--- src/rtl/cpu_pkg.sv ---
// Shared CPU definitions: ALU control codes, ALUOp encodings, R-type funct codes, datapath defaults.
// Imported by the issue stage and any later stage that needs the ALU-control truth table.
package cpu_pkg;

  localparam int DEFAULT_XLEN  = 32;
  localparam int DEFAULT_RADDR = 5;

  typedef enum logic [3:0] {
    ALU_AND = 4'b0000,
    ALU_OR  = 4'b0001,
    ALU_ADD = 4'b0010,
    ALU_SUB = 4'b0110,
    ALU_SLT = 4'b0111,
    ALU_NOP = 4'b1111
  } alu_ctrl_e;

  typedef enum logic [1:0] {
    ALUOP_MEM    = 2'b00,
    ALUOP_BRANCH = 2'b01,
    ALUOP_RTYPE  = 2'b10,
    ALUOP_RSVD   = 2'b11
  } aluop_e;

  localparam logic [5:0] FUNCT_ADD = 6'b100000;
  localparam logic [5:0] FUNCT_SUB = 6'b100010;
  localparam logic [5:0] FUNCT_AND = 6'b100100;
  localparam logic [5:0] FUNCT_OR  = 6'b100101;
  localparam logic [5:0] FUNCT_SLT = 6'b101010;

endpackage

--- src/rtl/alu_ctrl_decode.sv ---
// Combinational ALUOp/funct to 4-bit ALU control translation, flagging unknown encodings.
// Zero latency; no flow control.
module alu_ctrl_decode
  import cpu_pkg::*;
(
  input  logic [1:0] aluop,
  input  logic [5:0] funct,
  output logic [3:0] control,
  output logic       illegal
);

  always_comb begin
    control = ALU_NOP;
    illegal = 1'b1;
    case (aluop)
      ALUOP_MEM: begin
        control = ALU_ADD;
        illegal = 1'b0;
      end
      ALUOP_BRANCH: begin
        control = ALU_SUB;
        illegal = 1'b0;
      end
      ALUOP_RTYPE: begin
        illegal = 1'b0;
        case (funct)
          FUNCT_ADD: control = ALU_ADD;
          FUNCT_SUB: control = ALU_SUB;
          FUNCT_AND: control = ALU_AND;
          FUNCT_OR:  control = ALU_OR;
          FUNCT_SLT: control = ALU_SLT;
          default: begin
            control = ALU_NOP;
            illegal = 1'b1;
          end
        endcase
      end
      default: begin
        control = ALU_NOP;
        illegal = 1'b1;
      end
    endcase
  end

endmodule

--- src/rtl/alu_issue_stage.sv ---
// ID/EX register feeding the ALU: operand forwarding, immediate select and ALU-control decode.
// One cycle latency; stall holds the slot, flush or reset loads a bubble (flush beats stall).
module alu_issue_stage
  import cpu_pkg::*;
#(
  parameter int XLEN  = DEFAULT_XLEN,
  parameter int RADDR = DEFAULT_RADDR
) (
  input  logic             clk,
  input  logic             reset,
  input  logic             valid_in,
  input  logic [1:0]       aluop_in,
  input  logic [5:0]       funct_in,
  input  logic             alusrc_in,
  input  logic             regwrite_in,
  input  logic [RADDR-1:0] rs_addr_in,
  input  logic [RADDR-1:0] rt_addr_in,
  input  logic [RADDR-1:0] rd_addr_in,
  input  logic [XLEN-1:0]  rs_data_in,
  input  logic [XLEN-1:0]  rt_data_in,
  input  logic [XLEN-1:0]  imm_in,
  input  logic             exmem_regwrite,
  input  logic [RADDR-1:0] exmem_rd,
  input  logic [XLEN-1:0]  exmem_result,
  input  logic             memwb_regwrite,
  input  logic [RADDR-1:0] memwb_rd,
  input  logic [XLEN-1:0]  memwb_result,
  input  logic             stall,
  input  logic             flush,
  output logic             valid_out,
  output logic [3:0]       alu_control,
  output logic [XLEN-1:0]  alu_in1,
  output logic [XLEN-1:0]  alu_in2,
  output logic [XLEN-1:0]  store_data,
  output logic [RADDR-1:0] rd_out,
  output logic             regwrite_out,
  output logic             illegal
);

  typedef struct packed {
    logic             valid;
    logic [3:0]       control;
    logic [XLEN-1:0]  in1;
    logic [XLEN-1:0]  in2;
    logic [XLEN-1:0]  sdata;
    logic [RADDR-1:0] rd;
    logic             regwrite;
    logic             illegal;
  } slot_t;

  slot_t            slot_q;
  slot_t            slot_d;
  logic [3:0]       dec_control;
  logic             dec_illegal;
  logic [XLEN-1:0]  rs_fwd;
  logic [XLEN-1:0]  rt_fwd;
  logic             exmem_hit_rs, exmem_hit_rt, memwb_hit_rs, memwb_hit_rt;

  alu_ctrl_decode u_decode (
    .aluop   (aluop_in),
    .funct   (funct_in),
    .control (dec_control),
    .illegal (dec_illegal)
  );

  // x0 is hardwired, so a producer targeting it must never be forwarded.
  assign exmem_hit_rs = exmem_regwrite && (exmem_rd != '0) && (exmem_rd == rs_addr_in);
  assign exmem_hit_rt = exmem_regwrite && (exmem_rd != '0) && (exmem_rd == rt_addr_in);
  assign memwb_hit_rs = memwb_regwrite && (memwb_rd != '0) && (memwb_rd == rs_addr_in);
  assign memwb_hit_rt = memwb_regwrite && (memwb_rd != '0) && (memwb_rd == rt_addr_in);

  always_comb begin
    rs_fwd = rs_data_in;
    if (exmem_hit_rs)      rs_fwd = exmem_result;
    else if (memwb_hit_rs) rs_fwd = memwb_result;

    rt_fwd = rt_data_in;
    if (exmem_hit_rt)      rt_fwd = exmem_result;
    else if (memwb_hit_rt) rt_fwd = memwb_result;
  end

  always_comb begin
    slot_d          = '0;
    slot_d.valid    = 1'b1;
    slot_d.control  = dec_control;
    slot_d.in1      = rs_fwd;
    slot_d.in2      = alusrc_in ? imm_in : rt_fwd;
    slot_d.sdata    = rt_fwd;
    slot_d.rd       = rd_addr_in;
    slot_d.regwrite = regwrite_in && !dec_illegal;
    slot_d.illegal  = dec_illegal;
  end

  always_ff @(posedge clk) begin
    if (reset || flush) begin
      slot_q <= '0;
    end else if (!stall) begin
      slot_q <= valid_in ? slot_d : '0;
    end
  end

  assign valid_out    = slot_q.valid;
  assign alu_control  = slot_q.control;
  assign alu_in1      = slot_q.in1;
  assign alu_in2      = slot_q.in2;
  assign store_data   = slot_q.sdata;
  assign rd_out       = slot_q.rd;
  assign regwrite_out = slot_q.regwrite;
  assign illegal      = slot_q.illegal;

endmodule

--- config.mk ---
export PLATFORM = sky130hd
export DESIGN_NAME = alu_issue_stage
export DESIGN_NICKNAME = d
export VERILOG_FILES = /design/src/rtl/cpu_pkg.sv /design/src/rtl/alu_ctrl_decode.sv /design/src/rtl/alu_issue_stage.sv
export SDC_FILE = /design/constraint.sdc
export NUM_CORES = 1
export LEC_CHECK = 0
export ABC_AREA = 1
export CORE_MARGIN = 2
export CORE_UTILIZATION = 46
export DETAILED_ROUTE_END_ITERATION = 16
export GPL_ROUTABILITY_DRIVEN = 1
export MAX_ROUTING_LAYER = met4
export PLACE_DENSITY = 0.91
export SETUP_SLACK_MARGIN = 0.4
export SLEW_MARGIN = 20
export SYNTH_ARGS = -nofsm -noshare
export SYNTH_HDL_FRONTEND = slang
export SYNTH_SLANG_ARGS = --single-unit
--- constraint.sdc ---
create_clock -name clk -period 3.8 [get_ports clk]
set_clock_uncertainty 0.15 [all_clocks]
set_input_delay 0.38 -clock clk [delete_from_list [all_inputs] [get_ports clk]]
set_output_delay 0.38 -clock clk [all_outputs]
set_load 0.02 [all_outputs]
==> flow_metrics.tcl, run 1 <==
set metrics [dict create \
    status "finished, final reports clean" \
    htreeDepth 3 \
    gp_congestion 0.9524 \
    final_util 0.7017 \
    netlist_top_cells_count "nand2_1, nand3_1, dfxtp_1" \
    drive_gt1_frac 0.08981 \
    synth_area_per_cell_um2 6.316 \
    arrival_ns 2.67 \
    syn_area_um2 6701 \
    cts.sinks 108 \
    finalCritPeriodShare 0.6794 \
    synth_area_leaders "dfxtp_1, nand2_1, nand3_1" \
    die_area_um2 15550 \
    vias_per_cell 5.576 \
    antenna_found_initial 0 \
    ant_nets 0 \
    place_hpwl_um 18300 \
    port_buffers 309 \
    fmax_mhz 387.3 \
    regArea_um2 2162 \
    min_path_cells 2 \
    detail_route.wl_per_cell_um 17.57 \
    track_usage 0.3338 \
    ir_drop_v 0.0001948 \
    cts_resized 0 \
    cts_buffers 9 \
    synthFlopType "dfxtp_1" \
    hold_violations 0 \
    slew_viol_final 0 \
    slowest_stage "nand3b_2" \
    cts_tree "done" \
    io_pins 310 \
    hold_path.class "reg2reg" \
    synthCells 1061 \
    fillCellCount 1204 \
    num_vias 8414 \
    power.leakage_uw 0.004103 \
    ys_seq_area_frac 0.3226 \
    setup.worst_path.start_class "primary input" \
    placementRows 44 \
    clk_path_buf_depth 2 \
    endpoint_kind "flip-flop" \
    worstPathMaxFanout 32 \
    yosysTopAreaCell "dfxtp_1" \
    rsz0062_at_grt "no" \
    grt-ovfl-total 0 \
    crit_type "in2reg" \
    core_area_um2 14370 \
    die_y_um 124.7 \
    ys.warnings.count 0 \
    synth.top_cell.area_share 0.3226 \
    drt_iter0_drc 757 \
    netlist-cell-type-count 30 \
    drc 0 \
    relSlewSlack 0.4083 \
    totalNegativeSetupSlack_ns 0 \
    crit_chain "clkdlybuf4s50_1 > xnor2_1 > nand2_1 > nor2_1 > nand3b_2 > nand3_1 > nand3_1 > nand2_1 > a21oi_2" \
    cts_root_buf "clkbuf_16" \
    reg2regPathDepth 2 \
    async_flop_share 0 \
    syn_nets 1263 \
    nNetsFinal 1522 \
    worstMarginPinSlew_ns 0.8829 \
    ys_ff_latch 108 \
    max_stage_delay_ns 0.66 \
    grt_max_degree 56 \
    first_global_vias 7905 \
    maxCapViolCount 0 \
    grt_pass1_wl_um 40710 \
    initial_core_util 0.4664 \
    clk_pin_slew_worst_paths_ns 0.08 \
    setup_viol 0 \
    multi_input_area_um2 3785 \
    postCtsHoldBufs 0 \
    p_per_area_nw_per_um2 279.5 \
    synth_edf_count 0 \
    first_pass_iters 7 \
    area_delta_synth_final_pct 50.45 \
    die_w_um 124.7 \
    post_cts_buffers 0 \
    synth.most_common_cell "nand2_1" \
    required_ns 3.89 \
    period_minus_slack_ns 2.582 \
    antennaDiodeCount 0 \
    wl_um 26520 \
    worstSkewPairLatency_ns 0.35 \
]
==> registers in the layout (all words and copies together) (netlist names) <==
signal,count
alu_in1,32
alu_control,4
alu_in2,32
illegal,1
rd_out,5
regwrite_out,1
store_data,32
valid_out,1
==> final timing paths <==
path	slack (ns)	startpoint	to
max reg2reg	2.95	store_data[2]	store_data[2]
max	1.22	exmem_rd[1]	alu_in2[2]
min reg2reg	0.31	alu_in1[1]	alu_in1[1]
min	0.31	alu_in1[1]	alu_in1[1]
==> worst max-delay path: cells and delay by family <==
kind / cells / cell delay, ns
xor+xnor: 1 / 0.13
simple gates: 6 / 1.54
buf+inv: 1 / 0.53
compound gates: 1 / 0.05
==> routing by layer <==
| metal | share of wire | vias to the layer above | global-route usage | wire, µm |
|---|---|---|---|---|
| met5 | 0 | - | - | 0 |
| met4 | 0.036 | 0 | 0.1520 | 957 |
| met3 | 0.10 | 90 | 0.06357 | 2779 |
| met2 | 0.49 | 542 | 0.5689 | 13130 |
| met1 | 0.36 | 3856 | 0.3800 | 9656 |
| li1 | - | 3926 | - | - |
==> area by class of cell <==
cell class | count | share of cell area
Timing Repair Buffer | 325 | 0.3197
Sequential cell | 108 | 0.2144
Clock inverter | 6 | 0.004343
Clock buffer | 10 | 0.02271
Multi-Input combinational cell | 767 | 0.3754
Tap cell | 184 | 0.02283
Inverter | 109 | 0.04058
==> cell usage in the layout (no fill, tap or decap), drive strengths merged <==
cell | synthesis | routed
nand3 | 163 | 163
dfxtp | 108 | 108
nand2 | 320 | 320
xor2 | 12 | 12
nor3 | 3 | 3
buf | 47 | 17
clkdlybuf4s50 | 0 | 308
clkbuf | 30 | 10
xnor2 | 7 | 7
a21oi | 109 | 109
clkinv | 19 | 21
o21ai | 35 | 35
o2111ai | 1 | 1
nand3b | 2 | 2
or2 | 1 | 1
clkinvlp | 0 | 1
inv | 90 | 93
o211ai | 1 | 1
o31ai | 1 | 1
nor2 | 78 | 78
nand4 | 34 | 34
==> report_power, final <==
group | internal, µW | leakage [µW] | switching, µW
Sequential | 1160 | 0.000875 | 15.1
Combinational | 334 | 0.00309 | 390
Clock | 452 | 0.000134 | 471
==> cells by family after synthesis <==
kind of cell,synth area share
AND/OR/NAND/NOR,0.3900
AO/OA/AOI/OAI,0.1453
XOR/XNOR,0.02483
buffers and inverters,0.1173
flip-flops,0.3226
==> through the flow <==
stage               area (µm²)  cells  total power, µW  hold WS, ns  setup slack, ns
finish                   10080   1509             2818       0.3140            1.218
global route             10080   1509             2916       0.3424            1.025
CTS                      10080   1509             2807       0.3164            1.239
detailed placement        9809   1493             1910       0.3049           0.8763
global placement          9809   1493             1902       0.2984           0.8709
floorplan                 6701   1061             1536       0.3738            2.104
No activity file was read; power rests on OpenSTA's default activity.
==> run 2, diff against run 1 <==
- CORE_UTILIZATION: 46 -> 42
- PLACE_DENSITY: 0.91 -> 0.84
- clock period: 3.8 -> 2.4 ns (I/O delays scaled with it)
==> run 2 against run 1 <==
Compared with the run above: die area increased by 9.2%; core utilization decreased by 4.3 points; routed wire length decreased by 0.26%; highest routed layer unchanged; non-clock buffer count increased by 11; worst setup slack got worse by 0.71 ns.
==> flow_metrics.tcl, run 2 (synthesis results as in run 1) <==
set metrics [dict create \
    min_path_cells 3 \
    p_per_area_nw_per_um2 440.2 \
    core_area_um2 15710 \
    grt-ovfl-total 0 \
    htreeDepth 3 \
    first_pass_iters 5 \
    crit_type "in2reg" \
    hold_violations 0 \
    ir_drop_v 0.0003235 \
    slew_viol_final 0 \
    drt_iter0_drc 587 \
    hold_path.class "in2reg" \
    clk_pin_slew_worst_paths_ns 0.08 \
    reg2regPathDepth 2 \
    drive_gt1_frac 0.09880 \
    power.leakage_uw 0.004211 \
    status "finished, final reports clean" \
    setup_viol 0 \
    hold_end "rd_out[3]" \
    postCtsHoldBufs 0 \
    first_global_vias 7852 \
    cts.sinks 108 \
    cts_resized 0 \
    endpoint_kind "flip-flop" \
    rsz0062_at_grt "no" \
    vias_per_cell 5.308 \
    antenna_found_initial 1 \
    total_power_uw 4554 \
    period_minus_slack_ns 1.890 \
    ant_nets 0 \
    r2r_end "alu_in2[20]" \
    final_common_cell "nand2_1" \
    die_w_um 130.3 \
    setup.worst_path.start_class "primary input" \
    port_buffers 309 \
    worstSkewPairLatency_ns 0.36 \
    grt_max_degree 109 \
    ff2ff_setup_slack_ns 1.53 \
    fmax_mhz 529.0 \
    worstPathMaxFanout 22 \
    nNetsFinal 1533 \
    track_usage 0.3155 \
    post_cts_buffers 0 \
    die_y_um 130.3 \
    cts_root_buf "clkbuf_16" \
    relSlewSlack 0.4961 \
    min-delay-start "rd_addr_in[3]" \
    placementRows 46 \
    mostFrequentLayoutCells "nand2_1, clkdlybuf4s50_1, nand3_1" \
    required_ns 2.48 \
    finalCritPeriodShare 0.7877 \
    maxCapViolCount 0 \
    reg2reg_from "alu_in2[20]" \
    place_hpwl_um 19150 \
    worstMarginPinSlew_ns 0.7547 \
    grt_pass1_wl_um 40140 \
    num_vias 8243 \
    area_delta_synth_final_pct 54.39 \
    drc 0 \
    detail_route.wl_per_cell_um 17.03 \
    cts_buffers 9 \
    gp_congestion 0.9400 \
    totalNegativeSetupSlack_ns 0 \
    initial_core_util 0.4265 \
    arrival_ns 1.97 \
    clk_path_buf_depth 2 \
    cts_tree "done" \
    io_pins 310 \
    die_area_um2 16980 \
    wl_um 26450 \
]
-- run 2: cell count changes in the layout (fill, tap and decap cells not counted), sizes merged --
cell	before	now
clkbuf	10	9
buf	17	28
clkinvlp	1	0
diode	0	1
inv	93	91
clkinv	21	25
-- run 2: worst max-delay path by stage --
stage | slack [ns] | end | depth (start not counted) | start
global route | 0.41 | alu_in1[30] | 9 | memwb_rd[1]
floorplan | 0.84 | alu_in1[10] | 9 | memwb_rd[0]
finish | 0.51 | alu_in1[20] | 10 | memwb_rd[1]
global placement | 0.17 | alu_in1[0] | 9 | memwb_rd[1]
CTS | 0.52 | alu_in1[0] | 9 | memwb_rd[1]
detailed placement | 0.14 | alu_in1[0] | 9 | memwb_rd[1]
-- run 2: metal layers --
metal	routed length, µm	track usage
met1	9695	0.3416
met2	12900	0.5396
met3	2685	0.08364
met4	1171	0.1474
met5	0	-
-- run 2: per-stage QoR --
step / area, µm² / hold WS, ns / instances / util / setup WS, ns
floorplan: 6701 / 0.2338 / 1061 / - / 0.8437
finish: 10350 / 0.2816 / 1553 / 0.6585 / 0.5096
detailed placement: 10020 / 0.2990 / 1536 / 0.6377 / 0.1428
global placement: 10020 / 0.2933 / 1536 / 0.6377 / 0.1726
global route: 10350 / 0.2873 / 1553 / 0.6585 / 0.4130
CTS: 10330 / 0.2775 / 1552 / 0.6574 / 0.5182
-- run 2: report_power, final --
part           internal, µW  switching [µW]
logic                   554             617
registers              1830            23.3
clock network           742             787
-- run 2: area by class of cell --
cell class,instances,area (µm²)
antenna,1,2.502
clock buffer,9,225.2
timing repair buffer,336,3401
fill,1424,5366
tap,216,270.3
clock inverter,7,83.83
inverter,109,409.1
sequential,108,2162
multi-input combinational,767,3792
-- run 2: worst max-delay path, cell delays in order --
cell and delay [ns]:
clkdlybuf4s50_1 0.55, xnor2_1 0.15, nand2_1 0.11, nor3_4 0.28, nand2_4 0.08, buf_4 0.24
nand2_1 0.11, nand3_1 0.07, nand2_1 0.09, a21oi_2 0.06
